### src/rtl/sw_seq_pkg.sv
// Shared types and default sizing for the switch sequencer.
package sw_seq_pkg;

   localparam int unsigned TW_DEF    = 16;
   localparam int unsigned DEPTH_DEF = 4;

   typedef enum logic [1:0] {
      IDLE  = 2'd0,
      ARMED = 2'd1,
      FIRE  = 2'd2
   } state_t;

endpackage

### src/rtl/sw_seq_fifo.sv
// Event-time FIFO: DEPTH entries of W bits, registered count and full/empty flags.
module sw_seq_fifo
   import sw_seq_pkg::*;
#(
   parameter int unsigned W     = TW_DEF,
   parameter int unsigned DEPTH = DEPTH_DEF,
   localparam int unsigned AW   = $clog2(DEPTH),
   localparam int unsigned CW   = AW + 1
) (
   input  logic          clk,
   input  logic          rst,
   input  logic          i_push,
   input  logic [W-1:0]  i_data,
   input  logic          i_pop,
   output logic [W-1:0]  o_head,
   output logic [CW-1:0] o_count,
   output logic          o_full,
   output logic          o_empty
);

   logic [W-1:0]  r_mem [DEPTH];
   logic [AW-1:0] r_wr_ptr;
   logic [AW-1:0] r_rd_ptr;
   logic [CW-1:0] r_count;
   logic [CW-1:0] w_count_nxt;
   logic          r_full;
   logic          r_empty;

   // Storage carries no reset; validity is tracked by the count alone.
   always_ff @(posedge clk) begin
      if (i_push) begin
         r_mem[r_wr_ptr] <= i_data;
      end
   end

   always_comb begin
      w_count_nxt = r_count;
      if (i_push && !i_pop) begin
         w_count_nxt = r_count + CW'(1);
      end else if (!i_push && i_pop) begin
         w_count_nxt = r_count - CW'(1);
      end
   end

   always_ff @(posedge clk or posedge rst) begin
      if (rst) begin
         r_wr_ptr <= '0;
         r_rd_ptr <= '0;
         r_count  <= '0;
         r_full   <= 1'b0;
         r_empty  <= 1'b1;
      end else begin
         if (i_push) begin
            r_wr_ptr <= r_wr_ptr + AW'(1);
         end
         if (i_pop) begin
            r_rd_ptr <= r_rd_ptr + AW'(1);
         end
         r_count <= w_count_nxt;
         r_full  <= (w_count_nxt == CW'(DEPTH));
         r_empty <= (w_count_nxt == CW'(0));
      end
   end

   assign o_head  = r_mem[r_rd_ptr];
   assign o_count = r_count;
   assign o_full  = r_full;
   assign o_empty = r_empty;

endmodule

### src/rtl/switch_sequencer.sv
// Timed switch sequencer: queued absolute toggle times are applied in arrival
// order against a saturating tick counter, one toggle per FIRE visit.
module switch_sequencer
   import sw_seq_pkg::*;
#(
   parameter int unsigned TW    = TW_DEF,
   parameter int unsigned DEPTH = DEPTH_DEF,
   parameter bit          INIT  = 1'b0
) (
   input  logic          clk,
   input  logic          rst,
   input  logic          en,
   input  logic          ev_valid,
   output logic          ev_ready,
   input  logic [TW-1:0] ev_time,
   output logic          sw_on,
   output logic          busy,
   output logic          fire,
   output logic          late
);

   localparam int unsigned CW = $clog2(DEPTH) + 1;
   localparam logic [TW-1:0] TMAX = '1;

   state_t        r_state;
   state_t        w_state_nxt;
   logic [TW-1:0] r_tnow;
   logic [TW-1:0] w_head;
   logic [CW-1:0] w_count;
   logic          w_full;
   logic          w_empty;
   logic          w_push;
   logic          w_pop;
   logic          w_more;
   logic          r_sw_on;
   logic          r_fire;
   logic          r_late;
   logic          w_sw_nxt;
   logic          w_fire_nxt;
   logic          w_late_nxt;

   // Ready comes from the registered full flag only, so a pop never opens it early.
   assign w_push = ev_valid & ~w_full;
   assign w_more = (w_count > CW'(1)) | w_push;

   sw_seq_fifo #(
      .W     (TW),
      .DEPTH (DEPTH)
   ) u_fifo (
      .clk     (clk),
      .rst     (rst),
      .i_push  (w_push),
      .i_data  (ev_time),
      .i_pop   (w_pop),
      .o_head  (w_head),
      .o_count (w_count),
      .o_full  (w_full),
      .o_empty (w_empty)
   );

   always_ff @(posedge clk or posedge rst) begin
      if (rst) begin
         r_tnow <= '0;
      end else if (en && (r_tnow != TMAX)) begin
         r_tnow <= r_tnow + TW'(1);
      end
   end

   always_ff @(posedge clk or posedge rst) begin
      if (rst) begin
         r_state <= IDLE;
      end else begin
         r_state <= w_state_nxt;
      end
   end

   always_comb begin
      w_state_nxt = r_state;
      w_sw_nxt    = r_sw_on;
      w_fire_nxt  = 1'b0;
      w_late_nxt  = r_late;
      w_pop       = 1'b0;
      case (r_state)
         IDLE: begin
            if (!w_empty) begin
               w_state_nxt = ARMED;
            end
         end
         ARMED: begin
            if (w_empty) begin
               w_state_nxt = IDLE;
            end else if (w_head <= r_tnow) begin
               w_state_nxt = FIRE;
               w_sw_nxt    = ~r_sw_on;
               w_fire_nxt  = 1'b1;
               if (w_head < r_tnow) begin
                  w_late_nxt = 1'b1;
               end
            end
         end
         FIRE: begin
            w_pop       = 1'b1;
            w_state_nxt = w_more ? ARMED : IDLE;
         end
         default: begin
            w_state_nxt = IDLE;
         end
      endcase
   end

   // Toggle and pulse are registered on the edge that enters FIRE.
   always_ff @(posedge clk or posedge rst) begin
      if (rst) begin
         r_sw_on <= INIT;
         r_fire  <= 1'b0;
         r_late  <= 1'b0;
      end else begin
         r_sw_on <= w_sw_nxt;
         r_fire  <= w_fire_nxt;
         r_late  <= w_late_nxt;
      end
   end

   assign ev_ready = ~w_full;
   assign busy     = ~w_empty;
   assign sw_on    = r_sw_on;
   assign fire     = r_fire;
   assign late     = r_late;

endmodule

### config.mk
export PLATFORM = sky130hd
export DESIGN_NAME = switch_sequencer
export DESIGN_NICKNAME = d
export VERILOG_FILES = /design/src/rtl/sw_seq_pkg.sv /design/src/rtl/sw_seq_fifo.sv /design/src/rtl/switch_sequencer.sv
export SDC_FILE = /design/constraint.sdc
export NUM_CORES = 1
export LEC_CHECK = 0
export CELL_PAD_IN_SITES_DETAIL_PLACEMENT = 1
export CELL_PAD_IN_SITES_GLOBAL_PLACEMENT = 1
export CORE_MARGIN = 4
export CORE_UTILIZATION = 45
export DETAILED_ROUTE_END_ITERATION = 8
export PLACE_DENSITY = 0.76
export REMOVE_ABC_BUFFERS = 1
export SLEW_MARGIN = 0
export SYNTH_ARGS = -nofsm -noshare
export SYNTH_HDL_FRONTEND = slang
export SYNTH_SLANG_ARGS = --single-unit
### constraint.sdc
create_clock -name clk -period 4.6 [get_ports clk]
set_input_delay 1.38 -clock clk [delete_from_list [all_inputs] [get_ports clk]]
set_output_delay 1.38 -clock clk [all_outputs]
set_load 0.005 [all_outputs]
==> flow_summary_export.csv <==
group,metric,value,unit
synthesis,netlist_area,4180,um2
clock_network,cts_tree,"done",
layout,final_nets,356,
synthesis,synth-edff-count,64,
global_routing,grt_pass1_vias,2520,
clock_network,clock-sinks,94,
worst_hold_path,hp-class,"reg2reg",
layout,drive_above_1_share,0.110,
synthesis,synthCells,282,
sta,max_freq,312,MHz
sta,rsz0062_at_grt,"no",
floorplanning,io_pins,25,
setup_path,path_class,"in2reg",
setup_path,cp-end-kind,"register",
global_routing,track_usage,0.154,
sta,slew_headroom,0.442,
synthesis,synth.area.top_cells,"edfxtp_1 46%, dfrtp_1 17%, mux4_2 8.6%",
global_routing,grt_overflow_total,0,
placement,gp_congestion,0.762,
sta,fin_tns_setup,0,ns
global_routing,grt_max_degree,31,
route,drt_iter0_drc,91,
sta,finalSetupViolCount,0,
route,post-route-drc-count,0,
floorplanning,core,8890,um2
floorplanning,dieArea,10900,um2
layout,num_antenna_cells,0,
sta,slew_viol_final,0,
synthesis,synth-main-ff-cell,"edfxtp_1",
synthesis,avgSynthCellArea,14.8,um2
outcome,status,"finished clean",
placement,place_hpwl,5.54,mm
route,num_vias,2332,
sta,finalHoldViolCount,0,
setup_path,arrival,3.20,ns
route,firstDrtPassIters,4,
clock_network,cts_setup_buffers,0,
floorplanning,initial_core_util,0.470,
sta,finalCritPeriodShare,0.697,
clock_network,clk_pin_slew_worst_paths,0.10,ns
layout,areaGrowthSynthToFinish,14.0,%
synthesis,ys_types,35,
clock_network,numCtsBuffers,9,
clock_network,worstSkewPairLatency,0.36,ns
power,p_leak,1.74,nW
clock_network,cts_resized,0,
route,via_per_inst,5.49,
clock_network,hold_buffers,0,
route,finalWirelength,7.71,mm
floorplanning,num_rows,34,
setup_path,required,4.59,ns
sta,clock_skew,0.0110,ns
synthesis,synthArstFlopShare,0.319,
clock_network,cts_max_level,3,
floorplanning,die_w,104,um
synthesis,synth_top_area_cell,"edfxtp_1",
global_routing,grt_pass1_wl,13.0,mm
route,wl_per_cell,18.1,um
synthesis,synth_common_cells,"64 x edfxtp_1, 29 x dfrtp_1, 24 x ha_1, 24 x inv_1, 19 x xnor2_1",
sta,worst_pin_slew,0.836,ns
floorplanning,die_height,104,um
synthesis,yosysMostFrequentCell,"edfxtp_1",
synthesis,ys_seq_area_frac,0.640,
power,max-vdd-ir-drop,0.296,mV
power,totalPowerFinal,0.00277,W
route,antenna_left,0,
job,cap_violations,0,
sta,fin_crit,3.20,ns
synthesis,ys_warn_count,0,
power,powerDensity,582,nW/um2
synthesis,synth.top_cell.area_share,0.460,
clock_network,cts-root-buf,"clkbuf_8",
synthesis,synth-seq-cells,94,
global_routing,antenna_found_initial,0,
setup_path,cp_max_fo,16,
setup_path,critical_path.startpoint_type,"input port",
clock_network,clockBufferDepth,2,
placement,portBuffers,24,
where the power goes:
part | leakage (nW) | internal, W | switching (W)
Clock | 0.112 | 0.000270 | 0.000328
Sequential | 0.949 | 0.00111 | 0.000136
Combinational | 0.683 | 0.000436 | 0.000487
Total | 1.74 | 0.00182 | 0.000951
worst max-delay path: stages:
cell and delay [ns]:
clkdlybuf4s50_1 0.47, nor2b_1 0.56, and2_1 0.77
kinds of logic (layout without fill, tap and decap cells):
family / Yosys count / count (layout) / synth area share
compound gates: 25 / 25 / 0.0387
mux: 16 / 16 / 0.0863
buf+inv: 31 / 66 / 0.0288
simple gates: 72 / 72 / 0.0920
fa+ha+maj: 24 / 24 / 0.0719
xor+xnor: 20 / 20 / 0.0420
flops: 94 / 94 / 0.640
flip-flops by register name (all words and copies together) (netlist names):
signal / flops
fire: 1
u_fifo.r_rd_ptr: 2
u_fifo.o_full: 1
u_fifo.r_mem: 64
r_tnow: 16
u_fifo.o_count: 3
u_fifo.r_wr_ptr: 2
r_state: 2
sw_on: 1
late: 1
u_fifo.o_empty: 1
final timing paths:
path	start	end	slack [ns]	cells past startpoint
min reg2reg	r_tnow[10]$_DFFE_PP0P_	r_tnow[10]$_DFFE_PP0P_	0.51	1
max in group asynchronous	rst	u_fifo.o_empty$_DFF_PP1_	2.90	3
min in group asynchronous	rst	r_tnow[3]$_DFFE_PP0P_	1.39	3
min	r_tnow[10]$_DFFE_PP0P_	r_tnow[10]$_DFFE_PP0P_	0.51	1
max	ev_valid	u_fifo.r_mem[0][3]$_DFFE_PP_	1.40	3
max reg2reg	u_fifo.r_rd_ptr[1]$_DFFE_PP0N_	sw_on$_DFFE_PP0P_	1.46	7
final cells by class:
| cell class | count | area (um2) |
|---|---|---|
| tap | 108 | 135 |
| inverter | 24 | 90.1 |
| fill | 874 | 4130 |
| clock buffer | 9 | 124 |
| clock inverter | 7 | 100 |
| multi-input combinational | 157 | 1380 |
| sequential | 94 | 2670 |
| timing repair buffer | 26 | 255 |
layout by cell type (no fill, tap or decap):
| master | netlist | final |
|---|---|---|
| o211ai_1 | 2 | 2 |
| or3b_1 | 1 | 1 |
| o21bai_1 | 1 | 1 |
| inv_6 | 0 | 3 |
| nor3_1 | 2 | 2 |
| nor4_1 | 6 | 6 |
| nor2b_1 | 5 | 5 |
| clkdlybuf4s50_1 | 0 | 24 |
| nand2_1 | 14 | 14 |
| and2_1 | 5 | 5 |
| clkinv_8 | 0 | 2 |
| a21o_1 | 1 | 1 |
| mux4_2 | 16 | 16 |
| a41oi_1 | 1 | 1 |
| a22oi_1 | 2 | 2 |
| a31o_1 | 1 | 1 |
| xor2_1 | 1 | 1 |
| or4_1 | 2 | 2 |
| edfxtp_1 | 64 | 64 |
| nand4_1 | 13 | 13 |
| a41o_1 | 1 | 1 |
| o21ai_0 | 7 | 7 |
| nand3_1 | 4 | 4 |
| inv_1 | 24 | 24 |
| bufinv_16 | 0 | 1 |
| dfrtp_1 | 29 | 29 |
| nor2_1 | 13 | 13 |
| o211a_1 | 1 | 1 |
| a2111oi_0 | 1 | 1 |
| xnor2_1 | 19 | 19 |
| nand2b_1 | 2 | 2 |
| dfstp_2 | 1 | 1 |
| clkbuf_8 | 0 | 9 |
| or3_1 | 3 | 3 |
| inv_8 | 0 | 1 |
| a21oi_1 | 7 | 7 |
| buf_4 | 0 | 2 |
| nor4b_1 | 1 | 1 |
| ha_1 | 24 | 24 |
| nor3b_1 | 1 | 1 |
routing by layer:
layer | global-route usage | routed length, um | up-vias
met5 | 0 | 0 | -
met4 | 0.0570 | 97 | 0
met3 | 0.0279 | 167 | 7
met2 | 0.248 | 3780 | 27
met1 | 0.208 | 3670 | 1186
li1 | - | - | 1112
stage by stage:
step / area [um2] / setup slack (ns) / instances / hold WS, ns / utilization
after floorplan: 4150 / 1.44 / 275 / 0.467 / -
after detailed placement: 4540 / 1.02 / 409 / 0.484 / 0.510
after CTS: 4760 / 1.34 / 425 / 0.506 / 0.535
final: 4760 / 1.40 / 425 / 0.507 / 0.535
after global routing: 4760 / 1.18 / 425 / 0.532 / 0.535
after global placement: 4540 / 1.08 / 409 / 0.485 / 0.510
(Power assumes the default switching activity.)
